$ cat src/rtl/cmd_sender_pkg.sv
// Shared types and constants for the command sender: FSM state encoding,
// byte width and a counter-width helper.
package cmd_sender_pkg;

    localparam int BYTE_W = 8;

    typedef enum logic [1:0] {
        IDLE,
        SEND,
        WAIT_TX,
        WAIT_RX
    } state_t;

    // Bits needed to count 0..bound-1, never less than one.
    function automatic int cnt_w(input int bound);
        return (bound > 1) ? $clog2(bound) : 1;
    endfunction

endpackage

$ cat src/rtl/cmd_sender_n.sv
// Serialises a CMD_BYTES command through an external UART transmitter and
// optionally collects a RESP_BYTES response, with an optional inter-byte timeout.
module cmd_sender_n
    import cmd_sender_pkg::*;
#(
    parameter int CMD_BYTES   = 2,
    parameter int RESP_BYTES  = 1,
    parameter int MSB_FIRST   = 1,
    parameter int TIMEOUT_CYC = 0
) (
    input  logic                         clk,
    input  logic                         rst,
    input  logic [BYTE_W*CMD_BYTES-1:0]  cmd,
    input  logic                         send_cmd,
    input  logic                         expect_resp,
    input  logic                         clr_resp_rdy,
    output logic                         busy,
    output logic                         cmd_sent,
    output logic [BYTE_W*RESP_BYTES-1:0] resp,
    output logic                         resp_rdy,
    output logic                         timeout,
    output logic                         trmt,
    output logic [BYTE_W-1:0]            tx_data,
    input  logic                         tx_done,
    input  logic                         rx_rdy,
    input  logic [BYTE_W-1:0]            rx_data,
    output logic                         clr_rx_rdy
);

    localparam int CMD_W  = BYTE_W * CMD_BYTES;
    localparam int RESP_W = BYTE_W * RESP_BYTES;
    localparam int BCW    = cnt_w(CMD_BYTES);
    localparam int RCW    = cnt_w(RESP_BYTES);
    localparam int TCW    = cnt_w(TIMEOUT_CYC);
    localparam bit TO_EN  = (TIMEOUT_CYC > 0);

    localparam logic [BCW-1:0] BYTE_LAST = BCW'(CMD_BYTES - 1);
    localparam logic [RCW-1:0] RX_LAST   = RCW'(RESP_BYTES - 1);
    localparam logic [TCW-1:0] TO_LAST   = TCW'((TIMEOUT_CYC > 0) ? TIMEOUT_CYC - 1 : 0);

    state_t             state_q, state_d;
    logic [CMD_W-1:0]   cmd_sh_q, cmd_sh_d;
    logic [BYTE_W-1:0]  tx_data_q, tx_data_d;
    logic [BCW-1:0]     byte_cnt_q, byte_cnt_d;
    logic [RCW-1:0]     rx_cnt_q, rx_cnt_d;
    logic [TCW-1:0]     to_cnt_q, to_cnt_d;
    logic               exp_resp_q, exp_resp_d;
    logic [RESP_W-1:0]  resp_sh_q, resp_sh_d;
    logic [RESP_W-1:0]  resp_q, resp_d;
    logic               resp_rdy_q, resp_rdy_d;
    logic               cmd_sent_q, cmd_sent_d;
    logic               timeout_q, timeout_d;
    logic [RESP_W-1:0]  resp_push;

    function automatic logic [BYTE_W-1:0] lead_byte(input logic [CMD_W-1:0] w);
        if (MSB_FIRST != 0) return w[CMD_W-1 -: BYTE_W];
        else                return w[BYTE_W-1:0];
    endfunction

    function automatic logic [CMD_W-1:0] shift_cmd(input logic [CMD_W-1:0] w);
        if (MSB_FIRST != 0) return w << BYTE_W;
        else                return w >> BYTE_W;
    endfunction

    // The first byte received ends up at the end of the word that MSB_FIRST names.
    function automatic logic [RESP_W-1:0] push_resp(input logic [RESP_W-1:0] sh,
                                                    input logic [BYTE_W-1:0] b);
        if (MSB_FIRST != 0) return (sh << BYTE_W) | RESP_W'(b);
        else                return (sh >> BYTE_W) | (RESP_W'(b) << (RESP_W - BYTE_W));
    endfunction

    always_comb begin
        state_d    = state_q;
        cmd_sh_d   = cmd_sh_q;
        tx_data_d  = tx_data_q;
        byte_cnt_d = byte_cnt_q;
        rx_cnt_d   = rx_cnt_q;
        to_cnt_d   = to_cnt_q;
        exp_resp_d = exp_resp_q;
        resp_sh_d  = resp_sh_q;
        resp_d     = resp_q;
        resp_rdy_d = resp_rdy_q;
        cmd_sent_d = cmd_sent_q;
        timeout_d  = timeout_q;
        clr_rx_rdy = 1'b0;
        resp_push  = push_resp(resp_sh_q, rx_data);

        // Cleared first so that a set further down in the same cycle wins.
        if (clr_resp_rdy) resp_rdy_d = 1'b0;

        case (state_q)
            IDLE: begin
                if (send_cmd) begin
                    cmd_sh_d   = shift_cmd(cmd);
                    tx_data_d  = lead_byte(cmd);
                    exp_resp_d = expect_resp;
                    cmd_sent_d = 1'b0;
                    resp_rdy_d = 1'b0;
                    timeout_d  = 1'b0;
                    clr_rx_rdy = 1'b1;
                    byte_cnt_d = '0;
                    rx_cnt_d   = '0;
                    to_cnt_d   = '0;
                    resp_sh_d  = '0;
                    state_d    = SEND;
                end
            end
            SEND: begin
                state_d = WAIT_TX;
            end
            WAIT_TX: begin
                if (tx_done) begin
                    if (byte_cnt_q != BYTE_LAST) begin
                        byte_cnt_d = byte_cnt_q + 1'b1;
                        tx_data_d  = lead_byte(cmd_sh_q);
                        cmd_sh_d   = shift_cmd(cmd_sh_q);
                        state_d    = SEND;
                    end else begin
                        cmd_sent_d = 1'b1;
                        state_d    = exp_resp_q ? WAIT_RX : IDLE;
                    end
                end
            end
            WAIT_RX: begin
                if (rx_rdy) begin
                    clr_rx_rdy = 1'b1;
                    to_cnt_d   = '0;
                    resp_sh_d  = resp_push;
                    if (rx_cnt_q == RX_LAST) begin
                        resp_d     = resp_push;
                        resp_rdy_d = 1'b1;
                        state_d    = IDLE;
                    end else begin
                        rx_cnt_d = rx_cnt_q + 1'b1;
                    end
                end else if (TO_EN) begin
                    if (to_cnt_q == TO_LAST) begin
                        timeout_d = 1'b1;
                        state_d   = IDLE;
                    end else begin
                        to_cnt_d = to_cnt_q + 1'b1;
                    end
                end
            end
            default: state_d = IDLE;
        endcase
    end

    always_ff @(posedge clk or posedge rst) begin
        if (rst) begin
            state_q    <= IDLE;
            cmd_sh_q   <= '0;
            tx_data_q  <= '0;
            byte_cnt_q <= '0;
            rx_cnt_q   <= '0;
            to_cnt_q   <= '0;
            exp_resp_q <= 1'b0;
            resp_sh_q  <= '0;
            resp_q     <= '0;
            resp_rdy_q <= 1'b0;
            cmd_sent_q <= 1'b0;
            timeout_q  <= 1'b0;
        end else begin
            state_q    <= state_d;
            cmd_sh_q   <= cmd_sh_d;
            tx_data_q  <= tx_data_d;
            byte_cnt_q <= byte_cnt_d;
            rx_cnt_q   <= rx_cnt_d;
            to_cnt_q   <= to_cnt_d;
            exp_resp_q <= exp_resp_d;
            resp_sh_q  <= resp_sh_d;
            resp_q     <= resp_d;
            resp_rdy_q <= resp_rdy_d;
            cmd_sent_q <= cmd_sent_d;
            timeout_q  <= timeout_d;
        end
    end

    assign busy     = (state_q != IDLE);
    assign trmt     = (state_q == SEND);
    assign tx_data  = tx_data_q;
    assign cmd_sent = cmd_sent_q;
    assign resp     = resp_q;
    assign resp_rdy = resp_rdy_q;
    assign timeout  = timeout_q;

endmodule

$ cat config.mk
export PLATFORM = sky130hd
export DESIGN_NAME = cmd_sender_n
export DESIGN_NICKNAME = d
export VERILOG_FILES = /design/src/rtl/cmd_sender_pkg.sv /design/src/rtl/cmd_sender_n.sv
export SDC_FILE = /design/constraint.sdc
export NUM_CORES = 1
export LEC_CHECK = 0
export CAP_MARGIN = 20
export CORE_ASPECT_RATIO = 1.5
export CORE_MARGIN = 2
export CORE_UTILIZATION = 46
export CTS_CLUSTER_DIAMETER = 40
export CTS_CLUSTER_SIZE = 12
export DETAILED_ROUTE_END_ITERATION = 10
export PLACE_DENSITY = 0.83
export SYNTH_ARGS = -nofsm -noshare
export SYNTH_HDL_FRONTEND = slang
export SYNTH_SLANG_ARGS = --single-unit
$ cat constraint.sdc
create_clock -name clk -period 3.6 [get_ports clk]
set_input_delay 0.72 -clock clk [delete_from_list [all_inputs] [get_ports clk]]
set_output_delay 0.72 -clock clk [all_outputs]
set_load 0.02 [all_outputs]
==> flow_metrics.py <==
metrics = {
    "yosys": {
        "ys_ff_latch": 30,
        "synth.largest_area_cell": "dfrtp_1",
        "synth_area_um2": 1389,
        "ys_top_cells_by_area": "dfrtp_1 54%, mux2_2 20%, a22o_1 5.0%",
        "yosysUniqueCellTypes": 22,
        "ys_warn_count": 0,
        "netlist_instances": 106,
        "synth_top_area_share_pct": 54.05,
        "syn_nets": 142,
        "synth_area_per_cell_um2": 13.10,
        "synth_seq_area_share_pct": 54.05,
    },
    "global_route": {
        "grt-ovfl-total": 0,
        "grt_pass1_wl_um": 5471,
        "met3_usage_pct": 9.583,
        "track_usage_pct": 21.05,
        "antenna_found_initial": 0,
        "grt_max_degree": 31,
        "met1_usage_pct": 19.30,
        "grt_pass1_vias": 1244,
        "grt_util_met2_pct": 37.75,
        "top_usage_layer": "met2",
    },
    "outcome": {
        "status": "complete, no violations",
    },
    "critical_path": {
        "critical_path_class": "input pin to output port",
        "crit_slowest_cell": "clkdlybuf4s50_1",
        "path_max_fanout": 9,
        "critPathBufInv": 2,
        "crit_chain": "clkdlybuf4s50_1 -> nand2_1 -> a21oi_1 -> clkdlybuf4s50_1",
        "cpMostUsedCell": "clkdlybuf4s50_1",
        "slowest_delay_ps": 620,
        "cp-start-kind": "input pin",
        "end_kind": "output port",
        "cpLargestDelayFamily": "buffers and inverters",
        "arrival_ps": 2330,
        "crit_required_ps": 2880,
    },
    "clocking": {
        "clkTransAtPathRegs_ps": 50,
        "clock_latency_ps": 280,
        "cts.sinks": 30,
        "h-tree-depth": 2,
        "clockBufferDepth": 2,
        "cts_made_buffers": 5,
        "root_buffer": "clkbuf_8",
        "cts_tree": "yes",
        "post_cts_buffers": 0,
        "cts_hold_buf": 0,
        "ctsResizeCount": 0,
    },
    "floorplan": {
        "rows": 24,
        "core_area_um2": 2883,
        "dieArea_um2": 3484,
        "dieWidth_um": 48.87,
        "dieHeight_um": 71.30,
        "start_util_pct": 48.18,
        "io_pins": 53,
    },
    "sta": {
        "skew_ps": 1.841,
        "rsz0062_at_grt": "false",
        "drv_slew": 0,
        "period_needed_ps": 3048,
        "hold_viol_final": 0,
        "worst_pin_slew_ps": 753.8,
        "setup_viol": 0,
        "period_share_pct": 84.67,
        "timing.fmax_mhz": 328.1,
        "setup_slack_ps": 551.7,
        "slew_headroom_pct": 49.75,
        "setup-tns-final_ps": 0,
    },
    "final_layout": {
        "area_delta_synth_final_pct": 46.94,
        "nets": 198,
        "final_util_pct": 70.79,
        "multi_input_area_um2": 605.6,
        "fill_cells": 215,
        "drive_gt1_share_pct": 21.74,
        "seqCellArea_um2": 750.7,
        "insertedDiodeCount": 0,
    },
    "routing": {
        "drt_iter0_drc": 14,
        "post_drt_wl_per_cell_um": 16.56,
        "vias": 1064,
        "finalWirelength_um": 3312,
        "antenna_violating_nets_post_route": 0,
        "drt_pass1_iterations": 4,
        "drc_errors": 0,
        "avgViaCountPerCell": 5.320,
    },
    "place": {
        "dp_hpwl_um": 2469,
        "portBuffers": 51,
        "pre_cts_ws_ps": 560.7,
        "gp_congestion": 0.9070,
    },
    "power": {
        "peakVddDrop_v": 0.0005801,
        "pwr_density_cell_nw_per_um2": 882.0,
        "p_leak_uw": 0.0008856,
        "p_total_uw": 1800,
    },
    "min_path": {
        "worstHoldPathType": "register to register",
    },
    "job": {
        "cap_violations": 0,
    },
}
path summary, 6_finish.rpt:
path,slack [ps],start,cells after the start,endpoint
worst max-delay path,550,rx_rdy,4,clr_rx_rdy
worst min-delay path,510,cmd_sh_q[10],1,cmd_sh_q[10]
worst max register to register,1190,state_q[0],5,tx_data[5]
worst min register to register,510,cmd_sh_q[10],1,cmd_sh_q[10]
max in group asynchronous,2390,rst,3,resp[7]
min in group asynchronous,770,rst,2,cmd_sh_q[9]
cells in the final DEF (no fill, tap or decap):
| cell type | Yosys | routed |
|---|---|---|
| clkdlybuf4s50_1 | 0 | 51 |
| dfrtp_1 | 30 | 30 |
| mux2_2 | 25 | 25 |
| a22o_1 | 8 | 8 |
| a21oi_1 | 6 | 6 |
| clkbuf_8 | 0 | 6 |
| ha_1 | 5 | 5 |
| nor2_1 | 4 | 4 |
| inv_1 | 4 | 4 |
| nand2_1 | 3 | 3 |
| nor2b_1 | 3 | 3 |
| nand2b_1 | 3 | 3 |
| a31oi_1 | 2 | 2 |
| o21ai_0 | 2 | 2 |
| nand2b_2 | 1 | 1 |
| a211o_2 | 1 | 1 |
| and3_1 | 1 | 1 |
| a41oi_1 | 1 | 1 |
| or2b_1 | 1 | 1 |
| mux2i_1 | 1 | 1 |
| a211oi_4 | 1 | 1 |
| conb_1 | 1 | 1 |
| buf_16 | 0 | 1 |
final cells by class:
type | count | share of cell area, %
well taps | 39 | 2.391
multi-input cells | 69 | 29.68
flip-flops and latches | 30 | 36.79
clock buffers | 6 | 4.047
inverters | 4 | 0.7357
repair buffers | 52 | 26.36
cell families after synthesis:
group                      count (synthesis)  synth area share (%)
AOI/OAI and AO/OA                         21                 11.62
adders and majority gates                  5                 4.505
buffers and inverters                      7                 2.342
DFF                                       30                 54.05
muxes                                     26                 20.99
other                                      1                0.2700
and+or+nand+nor                           16                 6.217
per-layer routing:
metal,wire length [um],up-vias
li1,-,484
met1,1120,520
met2,1827,50
met3,278,10
met4,86,0
met5,0,-
sequential cells by signal, indices dropped and copies added (netlist names):
register	count
cmd_sh_q	8
resp	8
tx_data	8
state_q	2
byte_cnt_q	1
cmd_sent	1
exp_resp_q	1
resp_rdy	1
stage by stage:
stage | hold WS (ps) | instance area [um^2] | cells
after floorplan | 467.1 | 1389 | 106
after global placement | 482.1 | 1931 | 193
after detailed placement | 490.1 | 1931 | 193
after CTS | 507.2 | 2013 | 199
after global routing | 520.3 | 2041 | 200
final | 507.3 | 2041 | 200
report_power, final:
part	internal, uW	leakage [uW]	switching, uW
combinational	498	0.000468	469
clock	147	0.0000431	111
sequential	487	0.000375	89.0
worst reg2reg max path: stages, from the launching register on:
cell	delay [ps]
dfrtp_1	410
inv_1	140
ha_1	670
nor2_1	200
a211oi_4	470
mux2_2	400
cells in the mapped netlist:
library cell  number
a211o_2            1
buf_4              1
o21ai_0            2
nor2_1             4
inv_1              4
or2b_1             1
a22o_1             8
a21oi_1            6
nand2b_1           3
mux2i_1            1
and3_1             1
mux2_2            25
ha_1               5
buf_2              2
nor2b_1            3
nand2_1            3
a41oi_1            1
a31oi_1            2
conb_1             1
nand2b_2           1
a211oi_4           1
dfrtp_1           30
Note: power is estimated with default switching activity, not from simulation.
